**src/rtl/quad_step_ctrl_if.sv**
```systemverilog
// Encoder-side bundle for quad_step_ctrl: channel inputs, controls and step/position outputs.
// The master drives the encoder channels and controls; the slave is the step controller.
interface quad_step_ctrl_if #(
    parameter int CNT_W = 8
);
    logic             a_in;
    logic             b_in;
    logic             en;
    logic             clr;
    logic             step_up;
    logic             step_dn;
    logic             dir;
    logic [CNT_W-1:0] pos;
    logic             err;
    logic             load;

    modport master (
        output a_in, b_in, en, clr,
        input  step_up, step_dn, dir, pos, err, load
    );

    modport slave (
        input  a_in, b_in, en, clr,
        output step_up, step_dn, dir, pos, err, load
    );
endinterface

```
**src/rtl/quad_step_ctrl.sv**
```systemverilog
// Quadrature step controller: resynchronises A/B, tracks the Gray phase, counts detents into a bounded position.
// Optional build macro QUAD_WRAP_EN makes pos wrap at the bounds instead of saturating.
module quad_step_ctrl #(
    parameter int CNT_W            = 8,
    parameter int MAX_COUNT        = 255,
    parameter int STEPS_PER_DETENT = 4
) (
    input  logic            clk,
    input  logic            rst_n,
    quad_step_ctrl_if.slave bus
);
    typedef enum logic [1:0] {
        P00 = 2'b00,
        P01 = 2'b01,
        P11 = 2'b11,
        P10 = 2'b10
    } phase_e;

    localparam int SUB_W = 4;
    localparam logic signed [SUB_W-1:0] SUB_ZERO = '0;
    localparam logic signed [SUB_W-1:0] SUB_ONE  = SUB_W'(1);
    localparam logic signed [SUB_W-1:0] SUB_MAX  = SUB_W'(STEPS_PER_DETENT);
    localparam logic [CNT_W-1:0]        POS_MAX  = CNT_W'(MAX_COUNT);
    localparam logic [CNT_W-1:0]        POS_ONE  = CNT_W'(1);

    if (STEPS_PER_DETENT != 1 && STEPS_PER_DETENT != 2 && STEPS_PER_DETENT != 4) begin : g_bad_spd
        $error("quad_step_ctrl: STEPS_PER_DETENT must be 1, 2 or 4");
    end
    if (CNT_W < 1 || CNT_W > 31 || MAX_COUNT < 1 || MAX_COUNT >= (1 << CNT_W)) begin : g_bad_max
        $error("quad_step_ctrl: MAX_COUNT must be in 1 .. 2**CNT_W-1");
    end

    // ------------------------------------------------------------------
    // Input synchroniser
    // ------------------------------------------------------------------
    logic [1:0] sync1_q;
    logic [1:0] sync2_q;
    logic [1:0] fill_q;
    phase_e     ab;

    always_ff @(posedge clk) begin
        if (!rst_n) begin
            sync1_q <= '0;
            sync2_q <= '0;
            fill_q  <= '0;
        end else begin
            // NOTE: non-blocking so each stage samples its predecessor's pre-edge value; blocking would collapse the chain.
            sync1_q <= {bus.a_in, bus.b_in};
            sync2_q <= sync1_q;
            fill_q  <= {fill_q[0], 1'b1};
        end
    end

    assign ab = phase_e'(sync2_q);

    // ------------------------------------------------------------------
    // Phase FSM. Priming waits until the synchroniser holds real encoder
    // data, so the reset value of the sync flops is never seen as a jump.
    // ------------------------------------------------------------------
    phase_e phase_q, phase_d;
    logic   primed_q, primed_d;
    logic   mv_up, mv_dn, mv_ill;
    logic [1:0] delta;

    function automatic logic [1:0] gray_idx(input phase_e p);
        return {p[1], p[1] ^ p[0]};
    endfunction

    always_ff @(posedge clk) begin
        if (!rst_n) begin
            phase_q  <= P00;
            primed_q <= 1'b0;
        end else begin
            phase_q  <= phase_d;
            primed_q <= primed_d;
        end
    end

    always_comb begin
        // NOTE: every always_comb output gets a default first so no path leaves it unassigned (no latch).
        phase_d  = phase_q;
        primed_d = primed_q;
        if (fill_q[1]) begin
            phase_d  = ab;
            primed_d = 1'b1;
        end
    end

    assign delta = gray_idx(ab) - gray_idx(phase_q);

    always_comb begin
        mv_up  = 1'b0;
        mv_dn  = 1'b0;
        mv_ill = 1'b0;
        if (primed_q) begin
            case (delta)
                2'd1:    mv_up  = 1'b1;
                2'd3:    mv_dn  = 1'b1;
                2'd2:    mv_ill = 1'b1;
                default: ;
            endcase
        end
    end

    // ------------------------------------------------------------------
    // Sub-count accumulation and error flag
    // ------------------------------------------------------------------
    logic signed [SUB_W-1:0] sub_q, sub_d, sub_step;
    logic pend_up_q, pend_up_d;
    logic pend_dn_q, pend_dn_d;
    logic err_q, err_d;

    always_comb begin
        sub_d     = sub_q;
        sub_step  = sub_q;
        pend_up_d = 1'b0;
        pend_dn_d = 1'b0;
        err_d     = err_q;
        if (bus.clr) begin
            sub_d = SUB_ZERO;
            err_d = 1'b0;
        end else if (mv_ill) begin
            sub_d = SUB_ZERO;
            err_d = 1'b1;
        end else if (bus.en && (mv_up || mv_dn)) begin
            // A reversal against a nonzero sub-count restarts it at +-1.
            if (mv_up) sub_step = (sub_q < SUB_ZERO) ? SUB_ONE  : sub_q + SUB_ONE;
            else       sub_step = (sub_q > SUB_ZERO) ? -SUB_ONE : sub_q - SUB_ONE;
            if (sub_step == SUB_MAX) begin
                pend_up_d = 1'b1;
                sub_d     = SUB_ZERO;
            end else if (sub_step == -SUB_MAX) begin
                pend_dn_d = 1'b1;
                sub_d     = SUB_ZERO;
            end else begin
                sub_d = sub_step;
            end
        end
    end

    // ------------------------------------------------------------------
    // Strobes, position and load sequencing
    // ------------------------------------------------------------------
    logic             step_up_q, step_up_d;
    logic             step_dn_q, step_dn_d;
    logic             dir_q, dir_d;
    logic [CNT_W-1:0] pos_q, pos_d;
    logic             chg_q, chg_d;
    logic             load_q;

    always_comb begin
        pos_d     = pos_q;
        dir_d     = dir_q;
        step_up_d = 1'b0;
        step_dn_d = 1'b0;
        if (bus.clr) begin
            pos_d = '0;
        end else if (pend_up_q) begin
            step_up_d = 1'b1;
            dir_d     = 1'b1;
            if (pos_q != POS_MAX) pos_d = pos_q + POS_ONE;
`ifdef QUAD_WRAP_EN
            else                  pos_d = '0;
`endif
        end else if (pend_dn_q) begin
            step_dn_d = 1'b1;
            dir_d     = 1'b0;
            if (pos_q != '0) pos_d = pos_q - POS_ONE;
`ifdef QUAD_WRAP_EN
            else             pos_d = POS_MAX;
`endif
        end
        chg_d = (pos_d != pos_q);
    end

    always_ff @(posedge clk) begin
        if (!rst_n) begin
            sub_q     <= SUB_ZERO;
            pend_up_q <= 1'b0;
            pend_dn_q <= 1'b0;
            err_q     <= 1'b0;
            step_up_q <= 1'b0;
            step_dn_q <= 1'b0;
            dir_q     <= 1'b0;
            pos_q     <= '0;
            chg_q     <= 1'b0;
            load_q    <= 1'b0;
        end else begin
            sub_q     <= sub_d;
            pend_up_q <= pend_up_d;
            pend_dn_q <= pend_dn_d;
            err_q     <= err_d;
            step_up_q <= step_up_d;
            step_dn_q <= step_dn_d;
            dir_q     <= dir_d;
            pos_q     <= pos_d;
            chg_q     <= chg_d;
            load_q    <= chg_q;
        end
    end

    assign bus.step_up = step_up_q;
    assign bus.step_dn = step_dn_q;
    assign bus.dir     = dir_q;
    assign bus.pos     = pos_q;
    assign bus.err     = err_q;
    assign bus.load    = load_q;

endmodule

```
**src/flat_wrapper.sv**
```systemverilog
// flat-port wrapper written by rule: the top's interface ports become plain ports
module quad_step_ctrl_flat 
#(
    parameter int CNT_W            = 8,
    parameter int MAX_COUNT        = 255,
    parameter int STEPS_PER_DETENT = 4
)
  (clk, rst_n, bus_a_in, bus_b_in, bus_en, bus_clr, bus_step_up, bus_step_dn, bus_dir, bus_pos, bus_err, bus_load);
  quad_step_ctrl_if #(.CNT_W(CNT_W)) bus_i ();
  input  logic clk;
  input  logic rst_n;
  input wire logic [$bits(bus_i.a_in)-1:0] bus_a_in;
  input wire logic [$bits(bus_i.b_in)-1:0] bus_b_in;
  input wire logic [$bits(bus_i.en)-1:0] bus_en;
  input wire logic [$bits(bus_i.clr)-1:0] bus_clr;
  output wire logic [$bits(bus_i.step_up)-1:0] bus_step_up;
  output wire logic [$bits(bus_i.step_dn)-1:0] bus_step_dn;
  output wire logic [$bits(bus_i.dir)-1:0] bus_dir;
  output wire logic [$bits(bus_i.pos)-1:0] bus_pos;
  output wire logic [$bits(bus_i.err)-1:0] bus_err;
  output wire logic [$bits(bus_i.load)-1:0] bus_load;
  assign bus_i.a_in = bus_a_in;
  assign bus_i.b_in = bus_b_in;
  assign bus_i.en = bus_en;
  assign bus_i.clr = bus_clr;
  assign bus_step_up = bus_i.step_up;
  assign bus_step_dn = bus_i.step_dn;
  assign bus_dir = bus_i.dir;
  assign bus_pos = bus_i.pos;
  assign bus_err = bus_i.err;
  assign bus_load = bus_i.load;
  quad_step_ctrl #(.CNT_W(CNT_W), .MAX_COUNT(MAX_COUNT), .STEPS_PER_DETENT(STEPS_PER_DETENT)) u_core (.clk(clk), .rst_n(rst_n), .bus(bus_i));
endmodule
```
**config.mk**
```make
export PLATFORM = sky130hd
export DESIGN_NAME = quad_step_ctrl_flat
export DESIGN_NICKNAME = d
export VERILOG_FILES = /design/src/rtl/quad_step_ctrl_if.sv /design/src/rtl/quad_step_ctrl.sv /design/src/flat_wrapper.sv
export SDC_FILE = /design/constraint.sdc
export NUM_CORES = 1
export LEC_CHECK = 0
export CORE_MARGIN = 1.5
export CORE_UTILIZATION = 55
export CTS_BUF_LIST = sky130_fd_sc_hd__clkbuf_2 sky130_fd_sc_hd__clkbuf_4 sky130_fd_sc_hd__clkbuf_8
export CTS_CLUSTER_DIAMETER = 200
export DETAILED_ROUTE_END_ITERATION = 12
export DONT_BUFFER_PORTS = 1
export PLACE_DENSITY_LB_ADDON = 0.2
export SYNTH_ARGS = -nofsm -noshare
export SYNTH_HDL_FRONTEND = slang
export SYNTH_SLANG_ARGS = --single-unit
```
**constraint.sdc**
```tcl
create_clock -name clk -period 2.7 [get_ports clk]
set_clock_uncertainty 0.15 [all_clocks]
set_input_delay 0.675 -clock clk [delete_from_list [all_inputs] [get_ports clk]]
set_output_delay 0.675 -clock clk [all_outputs]
set_load 0.03 [all_outputs]
```
==> impl_metrics.tcl <==
set metrics [dict create \
    fmax_mhz 448.7 \
    grt_use_total 0.2349 \
    seqCellArea_um2 580.6 \
    fin_tns_setup_ps 0 \
    rows 20 \
    finalHoldViolations 0 \
    p_total_uw 739.7 \
    place_hpwl_um 2729 \
    num_vias 1533 \
    status "completed" \
    insertion_delay_ps 330 \
    viasPerCell 5.965 \
    cap_violations 0 \
    htree_levels 2 \
    drt_iter0_drc 169 \
    ys_seq_area_frac 0.3202 \
    wl_um 3799 \
    area_growth_pct 2.968 \
    avgSynthCellArea_um2 8.592 \
    path_class "reg -> reg" \
    async_flop_share 0 \
    port_buffers 0 \
    die_area_um2 3650 \
    cp-start-kind "flop" \
    die_height_um 60.42 \
    path_clk_slew_ps 100 \
    cp_max_fo 10 \
    ys_ff_latch 29 \
    cp.arrival_ps 2300 \
    synth_edf_count 0 \
    yosysUniqueCellTypes 50 \
    cp.required_ps 2770 \
    startpoint "u_core.bus.pos[1]" \
    peakVddDrop_mv 0.2491 \
    dr.pass1.iters 4 \
    worst_slew_pin_slew_ps 636.0 \
    instances_no_fill 257 \
    cts_hold_buf 0 \
    core-area_um2 3103 \
    period_share 0.8254 \
    period_needed_ps 2229 \
    rsz0062_at_grt "no" \
    grt_pass1_wl_um 6451 \
    cts-root-buf "clkbuf_4" \
    final_common_cell "dfxtp_1" \
    multi_input_area_um2 1071 \
    p_per_area_nw_per_um2 396.2 \
    yosysWarnings 0 \
    syn_area_um2 1813 \
    cts_max_path_buffers 2 \
    syn_inst 211 \
    leakage_nw 0.6921 \
    setup_viol 0 \
    min_path_type "in -> reg" \
    layout_common_cells "dfxtp_1 (29), nor2_1 (16), nand2_1 (14), o21ai_0 (12), a211oi_1 (11)" \
    cts_resized 0 \
    finalCoreUtilization 0.6016 \
    die_w_um 60.42 \
    postRouteAntennaNets 0 \
    io_pins 19 \
    gp_congestion 0.8431 \
    drc 0 \
    numCtsBuffers 5 \
    nFillCells 295 \
    cp-end-kind "flop" \
    gr-total-overflow 0 \
    grt_pass1_vias 1402 \
    hp-start "rst_n" \
    synth_nets 222 \
    r2r-start "u_core.bus.pos[1]" \
    grt_max_degree 18 \
    max_slew_margin 0.5721 \
    cts_tree "yes" \
    initial_utilization 0.5843 \
    final_nets 223 \
    slew_viol_final 0 \
    antenna_cells 0 \
    dp_cells 249 \
    antenna_found_initial 0 \
    clkSinkCount 29 \
    ys.flop_type "dfxtp_1" \
    postCtsSetupBuffers 0 \
    routedWlPerCell_um 14.78 \
    drive_gt1_frac 0.1502 \
]
metrics by stage:
step                setup WS [ps]  hold slack (ps)  instance area [um^2]
CTS                         490.1            202.3                  1867
detailed placement          492.2            273.2                  1812
global route                264.1            194.1                  1867
floorplan                   435.5            261.9                  1813
global placement            591.4            270.8                  1812
finish                      471.3            215.3                  1867
cells in the mapped netlist, types with 4 or more instances:
master     n  area, um^2
a211oi_1  11       82.58
nand3_1    7       35.03
inv_1      7       26.28
nor2_1    16       60.06
mux2i_1    5       50.05
ha_1       5       62.56
nor3_1     5       25.02
clkbuf_1   4       15.01
xnor2_1    5       43.79
nand2_1   14       52.55
o21ai_0   12       60.06
nor2b_1    5       31.28
nand2b_1   6       37.54
and2_1     7       43.79
a21oi_1    9       45.04
a31oi_1    7       43.79
nor4_1     4       25.02
buf_6      4       45.04
dfxtp_1   29       580.6
layer usage:
metal | wire, um | track usage | vias to the layer above
met5 | 0 | 0 | -
met4 | 70 | 0.09006 | 0
met3 | 328 | 0.05757 | 7
met2 | 1651 | 0.3494 | 66
met1 | 1749 | 0.3303 | 698
li1 | - | - | 762
worst paths after layout:
check                     end  slack, ps  depth (start not counted)
max reg2reg      u_core.chg_q        470                          6
min          u_core.fill_q[0]        220                          0
max              u_core.chg_q        470                          6
min reg2reg  u_core.fill_q[1]        290                          1
area by class of cell:
cell class              count  area share
well taps                  44     0.02949
clock inverters             3    0.009383
multi-input cells         158      0.5737
clock buffers               5     0.02011
flip-flops and latches     29      0.3110
inverters                   8     0.01609
repair buffers             10     0.04021
power breakdown:
part           switching, mW  internal [mW]
Clock                  0.158         0.0979
Sequential           0.00755          0.436
Combinational         0.0203         0.0201
registers in the layout, indices dropped and copies added, names as in the netlist, 2 cells and up:
name            cells
u_core.phase_q      2
u_core.bus.pos      8
u_core.sub_q        4
u_core.ab           2
u_core.fill_q       2
u_core.sync1_q      2
worst max-delay path, stage by stage, from the launching register on:
cell	delay, ps
dfxtp_1	500
ha_1	250
and3_2	290
and3_1	280
a311o_2	150
o211ai_1	90
o41a_1	410
kinds of logic after synthesis:
family	synth area share
xor+xnor	0.05245
compound gates	0.2146
simple gates	0.2553
buf+inv	0.08902
fa+ha+maj	0.03451
mux	0.03382
flops	0.3202
(Power assumes the default switching activity.)
